**config.mk**
```make
export PLATFORM = sky130hd
export DESIGN_NAME = stream_mux_rr
export DESIGN_NICKNAME = d
export VERILOG_FILES = /design/src/rtl/stream_mux_pkg.sv /design/src/rtl/stream_mux_rr_arbiter.sv /design/src/rtl/stream_mux_rr.sv
export SDC_FILE = /design/constraint.sdc
export NUM_CORES = 1
export LEC_CHECK = 0
export CORE_MARGIN = 2
export CORE_UTILIZATION = 35
export CTS_BUF_LIST = sky130_fd_sc_hd__clkbuf_4 sky130_fd_sc_hd__clkbuf_8
export CTS_CLUSTER_DIAMETER = 60
export DETAILED_ROUTE_END_ITERATION = 8
export PLACE_DENSITY = 0.66
export SETUP_SLACK_MARGIN = 0.05
export SYNTH_ARGS = -nofsm -noshare
export SYNTH_HDL_FRONTEND = slang
export SYNTH_HIERARCHICAL = 1
export SYNTH_SLANG_ARGS = --single-unit
```
**constraint.sdc**
```tcl
create_clock -name clk -period 5.1 [get_ports clk]
set_input_delay 1.02 -clock clk [delete_from_list [all_inputs] [get_ports clk]]
set_output_delay 1.02 -clock clk [all_outputs]
set_load 0.01 [all_outputs]
```
**src/rtl/stream_mux_pkg.sv**
```systemverilog
// Shared definitions for the round-robin stream multiplexer: channel-index
// width helper and the round-robin pick function used by the arbiter.
package stream_mux_pkg;

  // Widest channel count the pick function handles.
  localparam int MAX_CH = 64;

  // Width of a channel index; never less than one bit.
  function automatic int ch_w(input int n);
    return (n <= 2) ? 1 : $clog2(n);
  endfunction

  // One-hot grant of the first requester after ptr, wrapping at n.
  function automatic logic [MAX_CH-1:0] rr_pick(input logic [MAX_CH-1:0] req,
                                                input int               ptr,
                                                input int               n);
    logic [MAX_CH-1:0] g;
    int                c;
    g = '0;
    for (int k = 1; k <= MAX_CH; k++) begin
      if (k <= n) begin
        c = (ptr + k) % n;
        if (g == '0 && req[c]) g[c] = 1'b1;
      end
    end
    return g;
  endfunction

endpackage

```
**src/rtl/stream_mux_rr_arbiter.sv**
```systemverilog
// Combinational round-robin arbiter: one-hot grant plus its binary index.
module rr_arbiter
  import stream_mux_pkg::*;
#(
  parameter int N  = 4,
  parameter int CW = ch_w(N)
) (
  input  logic [N-1:0]  req,
  input  logic [CW-1:0] ptr,
  output logic [N-1:0]  grant,
  output logic [CW-1:0] grant_idx
);

  logic [MAX_CH-1:0] w_req_ext;

  // Search starts just after ptr; index is zero when nothing is granted.
  always_comb begin
    w_req_ext = MAX_CH'(req);
    grant     = N'(rr_pick(w_req_ext, int'(ptr), N));
    grant_idx = '0;
    for (int i = 0; i < N; i++) begin
      if (grant[i]) grant_idx = CW'(i);
    end
  end

endmodule

```
**src/rtl/stream_mux_rr.sv**
```systemverilog
// N-channel valid/ready stream multiplexer with a single output register,
// round-robin arbitration, optional packet locking and a fixed-select mode.
module stream_mux_rr
  import stream_mux_pkg::*;
#(
  parameter int N_CH     = 4,
  parameter int DATA_W   = 8,
  parameter int LOCK_PKT = 1,
  localparam int CH_W    = ch_w(N_CH)
) (
  input  logic                     clk,
  input  logic                     rst_n,
  input  logic [N_CH-1:0]          in_valid,
  input  logic [N_CH*DATA_W-1:0]   in_data,
  input  logic [N_CH-1:0]          in_last,
  output logic [N_CH-1:0]          in_ready,
  input  logic                     force_en,
  input  logic [CH_W-1:0]          force_sel,
  output logic                     out_valid,
  output logic [DATA_W-1:0]        out_data,
  output logic                     out_last,
  output logic [CH_W-1:0]          out_ch,
  input  logic                     out_ready
);

  logic              r_out_valid;
  logic [DATA_W-1:0] r_out_data;
  logic              r_out_last;
  logic [CH_W-1:0]   r_out_ch;
  logic [CH_W-1:0]   r_ptr;
  logic              r_locked;
  logic [CH_W-1:0]   r_lock_ch;

  logic              w_ld;
  logic              w_force_act;
  logic [N_CH-1:0]   w_req;
  logic [N_CH-1:0]   w_grant;
  logic [CH_W-1:0]   w_gidx;
  logic [N_CH-1:0]   w_ready;
  logic              w_acc;
  logic [DATA_W-1:0] w_sel_data;
  logic              w_sel_last;

  // Forced mode is only honoured between packets; a held lock overrides it.
  assign w_force_act = force_en & ~r_locked;

  // Eligible requests: locked channel, forced channel, or everyone.
  always_comb begin
    w_req = '0;
    if (r_locked) begin
      w_req = in_valid & (N_CH'(1) << r_lock_ch);
    end else if (w_force_act) begin
      if (int'(force_sel) < N_CH) w_req = in_valid & (N_CH'(1) << force_sel);
    end else begin
      w_req = in_valid;
    end
  end

  rr_arbiter #(
    .N  (N_CH),
    .CW (CH_W)
  ) u_arb (
    .req       (w_req),
    .ptr       (r_ptr),
    .grant     (w_grant),
    .grant_idx (w_gidx)
  );

  // Output register can take a beat when empty or draining this cycle;
  // rst_n gating keeps in_ready low for the whole reset window.
  assign w_ld     = ~r_out_valid | out_ready;
  assign w_ready  = w_grant & {N_CH{w_ld & rst_n}};
  assign w_acc    = |w_ready;
  assign in_ready = w_ready;

  // Route the granted channel's payload toward the output register.
  always_comb begin
    w_sel_data = '0;
    w_sel_last = 1'b0;
    for (int c = 0; c < N_CH; c++) begin
      if (w_grant[c]) begin
        w_sel_data = in_data[c*DATA_W +: DATA_W];
        w_sel_last = in_last[c];
      end
    end
  end

  // Round-robin pointer and packet lock tracking.
  always_ff @(posedge clk or negedge rst_n) begin
    if (!rst_n) begin
      r_ptr     <= CH_W'(N_CH - 1);
      r_locked  <= 1'b0;
      r_lock_ch <= '0;
    end else if (w_acc) begin
      if (!w_force_act) r_ptr <= w_gidx;
      if (LOCK_PKT != 0) begin
        if (!w_sel_last) begin
          r_locked  <= 1'b1;
          r_lock_ch <= w_gidx;
        end else begin
          r_locked  <= 1'b0;
        end
      end
    end
  end

  // Output register: load on accept, empty on drain, otherwise hold.
  always_ff @(posedge clk or negedge rst_n) begin
    if (!rst_n) begin
      r_out_valid <= 1'b0;
      r_out_data  <= '0;
      r_out_last  <= 1'b0;
      r_out_ch    <= '0;
    end else if (w_acc) begin
      r_out_valid <= 1'b1;
      r_out_data  <= w_sel_data;
      r_out_last  <= w_sel_last;
      r_out_ch    <= w_gidx;
    end else if (out_ready) begin
      r_out_valid <= 1'b0;
    end
  end

  assign out_valid = r_out_valid;
  assign out_data  = r_out_data;
  assign out_last  = r_out_last;
  assign out_ch    = r_out_ch;

endmodule
```
**Word-level counts from Yosys, hierarchy flattened**

Index checks and enable logic that the tools add are counted.

- Register bits after elaboration: 17
- Output and inout bits: 16

- Bitwise operators: 17
- Shift operators: 2
- $lt $le $gt $ge: 8
- Mux-type cells: 40
- Reduce and logical (&&, ||, !) cells: 18
- Add/sub/neg operators: 4

Operator list:

| operator | count |
|---|---|
| logical NOT 64 bit | 3 |
| 2-to-1 mux 64 bit | 3 |
| bitwise OR 64 bit | 2 |
| less-than comparator 3 x 8 -> 1 bit, second input constant | 4 |
| 2-to-1 mux 8 bit | 4 |
| 2-to-1 mux 1 bit | 20 |
| bitwise AND 4 bit | 3 |
| binary-select mux 1 bit (select 3 bit) | 4 |
| demux 1 bit (select 3 bit) | 4 |
| >= comparator 3 x 1 -> 1 bit, second input constant | 4 |
| 2-to-1 mux 4 bit | 3 |
| OR reduction 2 bit | 4 |
| left shift 1 x 2 -> 4 bit, first input constant | 2 |
| logical AND 1 bit | 7 |
| adder 2 x 1 -> 2 bit, second input constant | 2 |
| adder 2 bit, second input constant | 2 |
| bitwise AND 1 bit, first input constant | 4 |
| 2-to-1 mux 2 bit | 2 |
| NOT 1 bit | 4 |
| bitwise OR 4 bit | 1 |
| AND reduction 2 bit | 2 |
| OR reduction 4 bit | 1 |
| bitwise AND 1 bit | 2 |
| nonzero test 2 bit | 1 |
| bitwise OR 1 bit | 1 |

**Longest topological paths before layout**

Gate-level depths: netlist of the first run.

- Word-level depth: 23
- Gate-level depth with buffers: 16
- Depth with buffers taken out: 14

**Hierarchy**

Netlist of the first run, hierarchy kept.

Modules (own cells, without submodules):

| module | times used | cells an instance | area an instance (sq um) |
|---|---|---|---|
| stream_mux_rr | 1 | 121 | 1047.3 |
| rr_arbiter | 1 | 58 | 545.5 |

**Worst setup path after synthesis of the first run**

Ideal clock, no wire load.

- Path kind: in2out
- Start point: input port force_en
- End point: output port in_ready[3]
- Arrival time: 3.663 ns
- Stages: 11
- Path slack: 0.417 ns
- Cells stage by stage: inv_1 o311a_1 mux4_2 nor2b_4 a32o_1 a21oi_2 and3_4 a31o_1 clkbuf_1 clkbuf_1 and3_1

- Word-level cells in the longest chain between the ends: 17
- Elaborated cells on any way between the ends: 29

Ends and longest elaborated chain:

| item | line | text |
|---|---|---|
| from (decl) | stream_mux_rr.sv:17 | `input logic force_en,` |
| bitwise AND 1 bit (*) | stream_mux_rr.sv:45 | `assign w_force_act = force_en & ~r_locked;` |
| 2-to-1 mux 4 bit (*) | stream_mux_rr.sv:52 | `end else if (w_force_act) begin` |
| 2-to-1 mux 4 bit (*) | stream_mux_rr.sv:50 | `if (r_locked) begin` |
| via w_req[0] | stream_mux_rr.sv:36 | `logic [N_CH-1:0] w_req;` |
| binary-select mux 1 bit (select 3 bit) | stream_mux_pkg.sv:23 | `if (g == '0 && req[c]) g[c] = 1'b1;` |
| 2-to-1 mux 1 bit (implied by the code) (2 in a row) | stream_mux_pkg.sv:23 |  |
| 2-to-1 mux 64 bit | stream_mux_pkg.sv:23 |  |
| logical NOT 64 bit | stream_mux_pkg.sv:23 |  |
| [2 not listed] | - |  |
| logical NOT 64 bit | stream_mux_pkg.sv:23 |  |
| logical AND 1 bit | stream_mux_pkg.sv:23 |  |
| 2-to-1 mux 64 bit | stream_mux_pkg.sv:23 |  |
| logical NOT 64 bit | stream_mux_pkg.sv:23 |  |
| logical AND 1 bit | stream_mux_pkg.sv:23 |  |
| 2-to-1 mux 4 bit (*) | stream_mux_pkg.sv:23 |  |
| via w_grant[3] | stream_mux_rr.sv:37 | `logic [N_CH-1:0] w_grant;` |
| bitwise AND 4 bit (*) | stream_mux_rr.sv:72 | `assign w_ready = w_grant & {N_CH{w_ld & rst_n}};` |
| to (decl) | stream_mux_rr.sv:16 | `output logic [N_CH-1:0] in_ready,` |

Mark *: on every way through the listed nets, which the timed path passes. The rest lies on a longest branch. The select of a mux whose other input is x is not followed.

**Worst setup path in the final report of the first run**

- Start point: input port force_en
- End point: output port in_ready[2]

The elaborated chain is that of the path after synthesis.

==> flow_results.org, run 1 <==
** Outcome
- The run finished with clean final reports.

** Timing
- Setup repair after global routing left no endpoint under its margin.
- Timing would allow up to 204 MHz.
- Hold_ws :: 485 ps
- Total negative slack for setup checks :: 0 ps
- The hold violation total from the final report was 0.
- Final count of pins violating max slew :: 0
- Least setup slack across all paths after layout :: 190 ps
- Worst Clk Skew :: 1.24 ps
- Final critical-path share of the clock period :: 96.3%
- Setup violations remaining at the end of the flow were counted as 0.
- At the pin with the least slew margin, the transition time is approximately 520 ps.
- The clock period could shrink to 4910 ps.
- Headroom to the max-slew limit came out at around 65%.

** GRT
- The initial antenna violation count came to 0.
- GRT Util Overall :: 18.5%
- Wire length of the first global-routing pass :: 7550 um
- Summed over all layers, the global routing overflow is 0.
- Vias in the first global route :: roughly 1600
- Entering global routing, the biggest net connects 20 pins.

** Min path
- Hold WC Path Type :: register to register
- Hold_sp :: out_ch[1]
- The worst hold path was traced through 2 stages.
- Hold-critical path endpoint :: out_ch[1]

** Clock network
- No sink is reached through more buffers than the 2 on the longest clock path.
- Clock-pin slew on the worst setup and hold paths :: 60 ps
- TritonCTS built the clock tree.
- Clock Root Buffer :: sky130_fd_sc_hd__clkbuf_8
- Clock tree synthesis found a total of 17 sinks.
- Cts-stage hold buffer count :: 0
- TritonCTS created 3 clock buffers.
- Depth of the CTS H-tree :: 1
- For the worst-skew pair, the clock arrives at the later sink with an insertion delay of 250 ps.

** Power
- Cell area power density :: 733 nW/um2
- Overall power consumption after layout is estimated at 1.80 mW.
- Across the VDD grid, the largest voltage drop is 0.374 mV.
- Leakage power of the design :: around 1.1 nW

** Layout
- Commonest non-fill, non-tap cell in the layout :: sky130_fd_sc_hd__clkdlybuf4s50_1
- Net count, final :: just over 300
- The library cells used most frequently in the layout, excluding fill and tap cells, are 56 x sky130_fd_sc_hd__clkdlybuf4s50_1, 21 x sky130_fd_sc_hd__buf_4, 18 x sky130_fd_sc_hd__a21oi_1.
- Compared with the post-synthesis result, the final layout area differs by 53.9%.
- Final Instance Count excl. Fillers :: 306
- Layout cell share with drive strength beyond 1 :: 20.5%
- Diode insertion count for antenna repair :: 0

** Place
- Pre-CTS setup slack :: -207 ps
- PortBufs :: approximately 60
- # placed instances :: 300
- Gpl congestion :: 0.882
- HPWL after detailed placement :: 3580 um

** Floorplanning
- Core region area :: 4380 um2
- IO Pins :: 62
- The floorplan has 24 rows.
- The initial utilization of the core area, before any placement, comes to around 36%.
- Die Wd :: 71.5 um
- Overall die area :: approximately 5100 um2
- Y dimension of the die :: around 71 um

** Logic synthesis
- Of the total synthesized cell area, the portion taken by XOR and XNOR cells is 0%.
- After synthesis, the largest family of logic cells by area is compound AO/OA/AOI/OAI gates.
- The share of the Yosys chip area taken by registers is 26.9%.
- In this run, distinct cell masters in the synthesized netlist total 50.
- Adder-cell area share of the yosys netlist :: 6.28%
- Counting flops with an async set or reset pin after synthesis yields a share of 100%.
- Summing the areas of all compound-gate instances in the mapped netlist gives 32.4% of the synthesized area.
- Mux contribution to synthesized area :: 10.7%
- Number of register bits inferred by synthesis :: 17
- Share of Yosys cell area claimed by the top area cell type :: around a quarter
- Of the total synthesized cell area, the portion taken by AND, OR, NAND and NOR gates is 15.9%.
- Yosys mapped a number of flops with a built-in enable equal to 0.
- Dividing the synthesized area by the synthesized cell count gives 8.90 um2.
- During synthesis, Yosys emitted a total of 6 warnings.
- After technology mapping, the gate count stands at around 180.
- Cell Area, Synth :: 1590 um2
- Synthesized Nets :: 233
- Most instantiated flip-flop cell in the synthesis netlist :: sky130_fd_sc_hd__dfrtp_1
- Cell types with the largest area share after synthesis :: sky130_fd_sc_hd__dfrtp_1 24%, sky130_fd_sc_hd__ha_1 6.3%, sky130_fd_sc_hd__a21oi_1 5.7%, sky130_fd_sc_hd__a211o_1 4.4%, sky130_fd_sc_hd__a221oi_1 4.4%
- The largest total area in the synthesized netlist belongs to sky130_fd_sc_hd__dfrtp_1.

** Setup path
- For the worst setup path, the data arrival time is 3890 ps.
- The worst setup path is captured at an output pin.
- Worst-case reg-to-reg path depth :: 13
- Max FO, Critical Path :: 6
- Setup crit start kind :: input pin
- Endpoint of the most critical register-to-register path :: r_ptr[0]
- The worst register-to-register path has a setup slack of slightly above 1000 ps.
- The startpoint identified for the worst register-to-register timing path is r_ptr[0].
- The worst setup path is of the input pin to output pin kind.
- Required time worst endpoint :: ~4100 ps

** Routing
- Vias after detailed routing :: 1640
- The count of nets left with antenna violations once routing finished came out at 0.
- Dividing the detail-routed wire length by the instance count gives 15.2 um.
- Number of DRC violations after detailed routing :: 0
- After the first detailed-routing iteration, the DRC count stood at 84.
- Number of iterations in the first detailed-routing pass :: 4
- After detailed routing, the number of vias per cell comes to 5.36.
- After detailed routing, the total wire length is roughly 4600 um.

** Run
- Number of max-capacitance violations reported :: 0
power by group:
part / total [mW] / switching [mW] / internal (mW)
Clock: 0.0989 / 0.0447 / 0.0542
Combinational: 1.42 / 0.713 / 0.703
Sequential: 0.283 / 0.0675 / 0.216
what timing repair did:
action / 4_1_cts / 5_1_grt
gates resized for setup: 8 / 5
endpoints found under the setup margin: 4 / 4
buffers inserted: 0 / 2
pin swaps: 1 / 1
worst max-delay path, stage by stage:
cell and delay [ps]:
sky130_fd_sc_hd__clkdlybuf4s50_1 510, sky130_fd_sc_hd__inv_2 70, sky130_fd_sc_hd__o311a_4 380, sky130_fd_sc_hd__mux4_2 540, sky130_fd_sc_hd__o31a_1 170, sky130_fd_sc_hd__o311a_4 370, sky130_fd_sc_hd__and3_4 160, sky130_fd_sc_hd__a31o_2 240
sky130_fd_sc_hd__and3_1 150, sky130_fd_sc_hd__dlygate4sd2_1 280
cells by family after synthesis:
group,Yosys count
buffers and inverters,28
adder cells (fa/ha/maj),8
AND/OR/NAND/NOR,49
AO/OA/AOI/OAI,66
multiplexers,11
flip-flops,17
through the flow:
stage / area (um2) / util (%)
finish: 2450 / 55.9
global placement: 2350 / 53.6
floorplan: 1590 / -
global route: 2450 / 55.9
detailed placement: 2350 / 53.6
CTS: 2420 / 55.2
Yosys cell counts (3+ instances only):
master	instances
sky130_fd_sc_hd__a21oi_1	18
sky130_fd_sc_hd__inv_1	17
sky130_fd_sc_hd__nand2_1	16
sky130_fd_sc_hd__dfrtp_1	15
sky130_fd_sc_hd__nor2_1	14
sky130_fd_sc_hd__a211o_1	8
sky130_fd_sc_hd__a221oi_1	8
sky130_fd_sc_hd__ha_1	8
sky130_fd_sc_hd__o21ai_0	8
sky130_fd_sc_hd__clkbuf_1	6
sky130_fd_sc_hd__and3_1	5
sky130_fd_sc_hd__mux2_2	5
sky130_fd_sc_hd__mux4_2	3
sky130_fd_sc_hd__nand4_1	3
worst max-delay path by stage:
stage	start	end
2_1_floorplan	force_en	in_ready[3]
3_3_place_gp	force_en	in_ready[0]
3_5_place_dp	force_en	in_ready[0]
4_1_cts	force_en	in_ready[2]
5_1_grt	force_sel[1]	in_ready[2]
6_report	force_en	in_ready[2]
flip-flops by register name (all words and copies together) (netlist names):
signal / flops
out_last: 1
out_ch: 2
r_lock_ch: 2
r_locked: 1
out_valid: 1
out_data: 8
r_ptr: 2
final cells by class:
| class | instances | area (um2) |
|---|---|---|
| fillers | 409 | 1930 |
| multi-input cells | 134 | 1080 |
| repair buffers | 82 | 766 |
| flip-flops and latches | 17 | 428 |
| well taps | 52 | 65.1 |
| inverters | 17 | 63.8 |
| clock buffers | 3 | 41.3 |
| clock inverters | 1 | 5.00 |
metal layers:
metal  global-route usage, %  wire, um
met4                    6.71       113
met5                       0         0
met1                    25.7      2180
met3                    2.25       166
met2                    29.5      2180
(Power assumes the default switching activity.)
==> run 2, diff against run 1 <==
SKIP_LAST_GASP = 1   (was default)
==> run 2 against run 1 <==
Die area unchanged. Sequential cell count unchanged. Final cell count up 0.65%.
==> flow_results.org, run 2 (synthesis results as in run 1) <==
** Setup path
- Traced cell by cell, the critical path runs through clkdlybuf4s50_1 -> inv_1 -> o311a_4 -> mux4_2 -> nor2b_4 -> a32o_1 -> a21oi_2 -> buf_4 -> and3_4 -> a31o_1 -> and3_1 -> clkbuf_2.
- The critical path contains buffers and inverters numbering 4 combined.
- STA classifies the critical path startpoint as an input pin.
- Of all nets on the critical path, the largest fanout is 6.
- Required time worst endpoint :: around 4000 ps
- The critical path is of the input pin to output pin type.
- Max stage delay on crit path :: 500 ps
- STA classifies the critical path endpoint as an output pin.
- The largest individual stage delay along the critical path comes from the cell sky130_fd_sc_hd__clkdlybuf4s50_1.
- Broken down by cell family, the worst path's largest delay share belongs to compound AO/OA/AOI/OAI gates.
- At the worst endpoint, the arrival time is 3890 ps.

** GRT
- Gr busiest metal :: met2
- The initial antenna violation count is 0.
- Largest net degree at the start of global routing :: 20
- Global routing used 29.5% of the available met2 tracks.
- GRT Util Overall :: 18.5%
- Grt ovf :: 0
- The first global-routing pass estimated 7550 um of wire.
- The number of global-route vias before repair came to 1616.
- Met3 track demand over resource :: 2.25%
- Met1 Track Usage GR :: 25.7%

** Clock network
- Depth of the CTS H-tree :: 1
- The tree is rooted in a sky130_fd_sc_hd__clkbuf_8.
- Buffers from clock root to sink, at most :: 2
- Clock Sink Count :: 17
- Total clock buffers created by CTS :: 3
- Clock latency on the worst-skew pair :: 250 ps
- Clock-pin slew was measured on the worst setup and hold paths at 60 ps.
- TritonCTS built the clock tree.

** Layout
- Synthesis-to-finish area growth :: 54.4%
- Net count, final :: a little over 300
- At the end of the flow the core is filled with cells to ~56%.
- The register with the most flip-flops in the layout has 8 of them.
- Cell area after layout :: about 2500 um2
- Commonest non-fill, non-tap cell in the layout :: sky130_fd_sc_hd__clkdlybuf4s50_1
- Diode insertion count for antenna repair :: 0
- The library cells used most frequently in the layout, excluding fill and tap cells, are 57 x sky130_fd_sc_hd__clkdlybuf4s50_1, 23 x sky130_fd_sc_hd__buf_4, 18 x sky130_fd_sc_hd__a21oi_1.
- Layout cell share with drive strength beyond 1 :: 21.5%
- Final Instance Count excl. Fillers :: 308

** Timing
- Hold_ws :: 485 ps
- Final setup violation count :: 0
- The final number of max-transition violations is 0.
- Worst Clk Skew :: 1.33 ps
- In this run the tightest slew margin relative to its limit is 65.2%.
- The final critical path takes up 96.3% of the cycle.
- Least setup slack across all paths after layout :: between 150 and 200 ps
- Max Clock Freq :: between 200 and 250 MHz
- Unrepaired setup endpoints after global routing :: false
- After routing, the total negative slack on setup checks comes to 0 ps.
- Minimum period implied by the final worst setup slack :: 4910 ps
- The hold violation total from the final report was 0.
- Transition at the pin with the smallest max-transition slack :: between 500 and 600 ps

** Floorplanning
- The floorplan step set the die width to 71.5 um.
- The die is between 70 and 80 um tall.
- The initialized floorplan defines 24 standard-cell rows.
- The core region is 4380 um2.
- Overall die area :: 5110 um2
- Initial core utilization :: around 36%
- IO Pins :: 62

** Min path
- Hold WC Path Type :: register to register

** Power
- The analysis attributes to cell leakage a power of 1.11 nW.
- Internal portion of total power :: 0.994 mW
- Per report_power, the sequential group accounts for 15.5% of the total.
- IR analysis of the VDD net gives a maximum drop of about 0.37 mV.
- Sw frac :: 45.6%
- Net switching power of the design :: 0.833 mW
- Cell area power density :: 743 nW/um2
- Part of the power in combinational logic :: 79.1%
- The clock network accounts for 5.4% of the total power.
- Summing internal, switching and leakage power gives roughly 1.8 mW.

** Place
- Gpl congestion :: 0.882
- After detailed placement, the total cell area comes to between 2000 and 2500 um2.
- Input and output buffers added on the ports amount to 61.
- Before CTS, the worst setup slack after placement is -207 ps.
- After legalization and detailed placement, the total HPWL measured between 3000 and 4000 um.
- Counting tap cells, the placed design contains a total of 300 instances.

** Routing
- Violation count after the first detailed-routing iteration :: 110
- Overall routed net length :: 4640 um
- Vias per cell :: around 5.3
- Number of iterations in the first detailed-routing pass :: 4
- Antenna Nets Post-Route :: 0
- After detailed routing, the number of remaining DRC violations is 0.
- Dividing the detail-routed wire length by the instance count gives 15.1 um.
- The detailed router placed 1644 vias in this run.

** Run
- Number of max-capacitance violations reported :: 0

** Outcome
- The flow ran to the end, and the final reports show no timing, DRC or antenna violations.
run 2: worst min-delay path: stages, from the launching register on:
cell and delay, ps:
sky130_fd_sc_hd__dfrtp_1 350, sky130_fd_sc_hd__nand2_1 50, sky130_fd_sc_hd__nand2_1 50
run 2: area by class of cell:
class / instances / area [um2]
Fill cell: 409 / 1920
Clock buffer: 3 / 41.3
Multi-Input combinational cell: 134 / 1080
Tap cell: 52 / 65.1
Sequential cell: 17 / 428
Inverter: 17 / 63.8
Timing Repair Buffer: 84 / 776
Clock inverter: 1 / 5.00
run 2: path summary, 6_finish.rpt:
kind                       startpoint  slack, ps  cells past startpoint          end
hold reg to reg             out_ch[1]        480                      2    out_ch[1]
max in group asynchronous       rst_n       3270                      3     r_ptr[1]
setup / recovery             force_en        190                     12  in_ready[3]
hold / removal              out_ch[1]        480                      2    out_ch[1]
min in group asynchronous       rst_n       1110                      1  out_data[6]
setup reg to reg             r_ptr[0]        960                     14     r_ptr[0]
run 2: metal layers:
metal	up-vias	part of all wire (%)
met4	0	2.0
met3	9	3.2
met2	36	47
met1	775	48
li1	824	-
met5	-	0
run 2: power groups by stage:
stage	combinational, mW	sequential [mW]	clock (mW)
2_1_floorplan	0.924	0.282	0
3_3_place_gp	1.39	0.283	0
3_5_place_dp	1.38	0.281	0
4_1_cts	1.41	0.282	0.102
5_1_grt	1.59	0.295	0.106
6_report	1.45	0.282	0.0989
run 2: timing repair:
item	CTS	global route
setup buffers	0	4
pin swaps	1	1
endpoints found under the hold margin	0	0
endpoints found under the setup margin	4	4
resized for setup	7	9
hold buffers	0	0
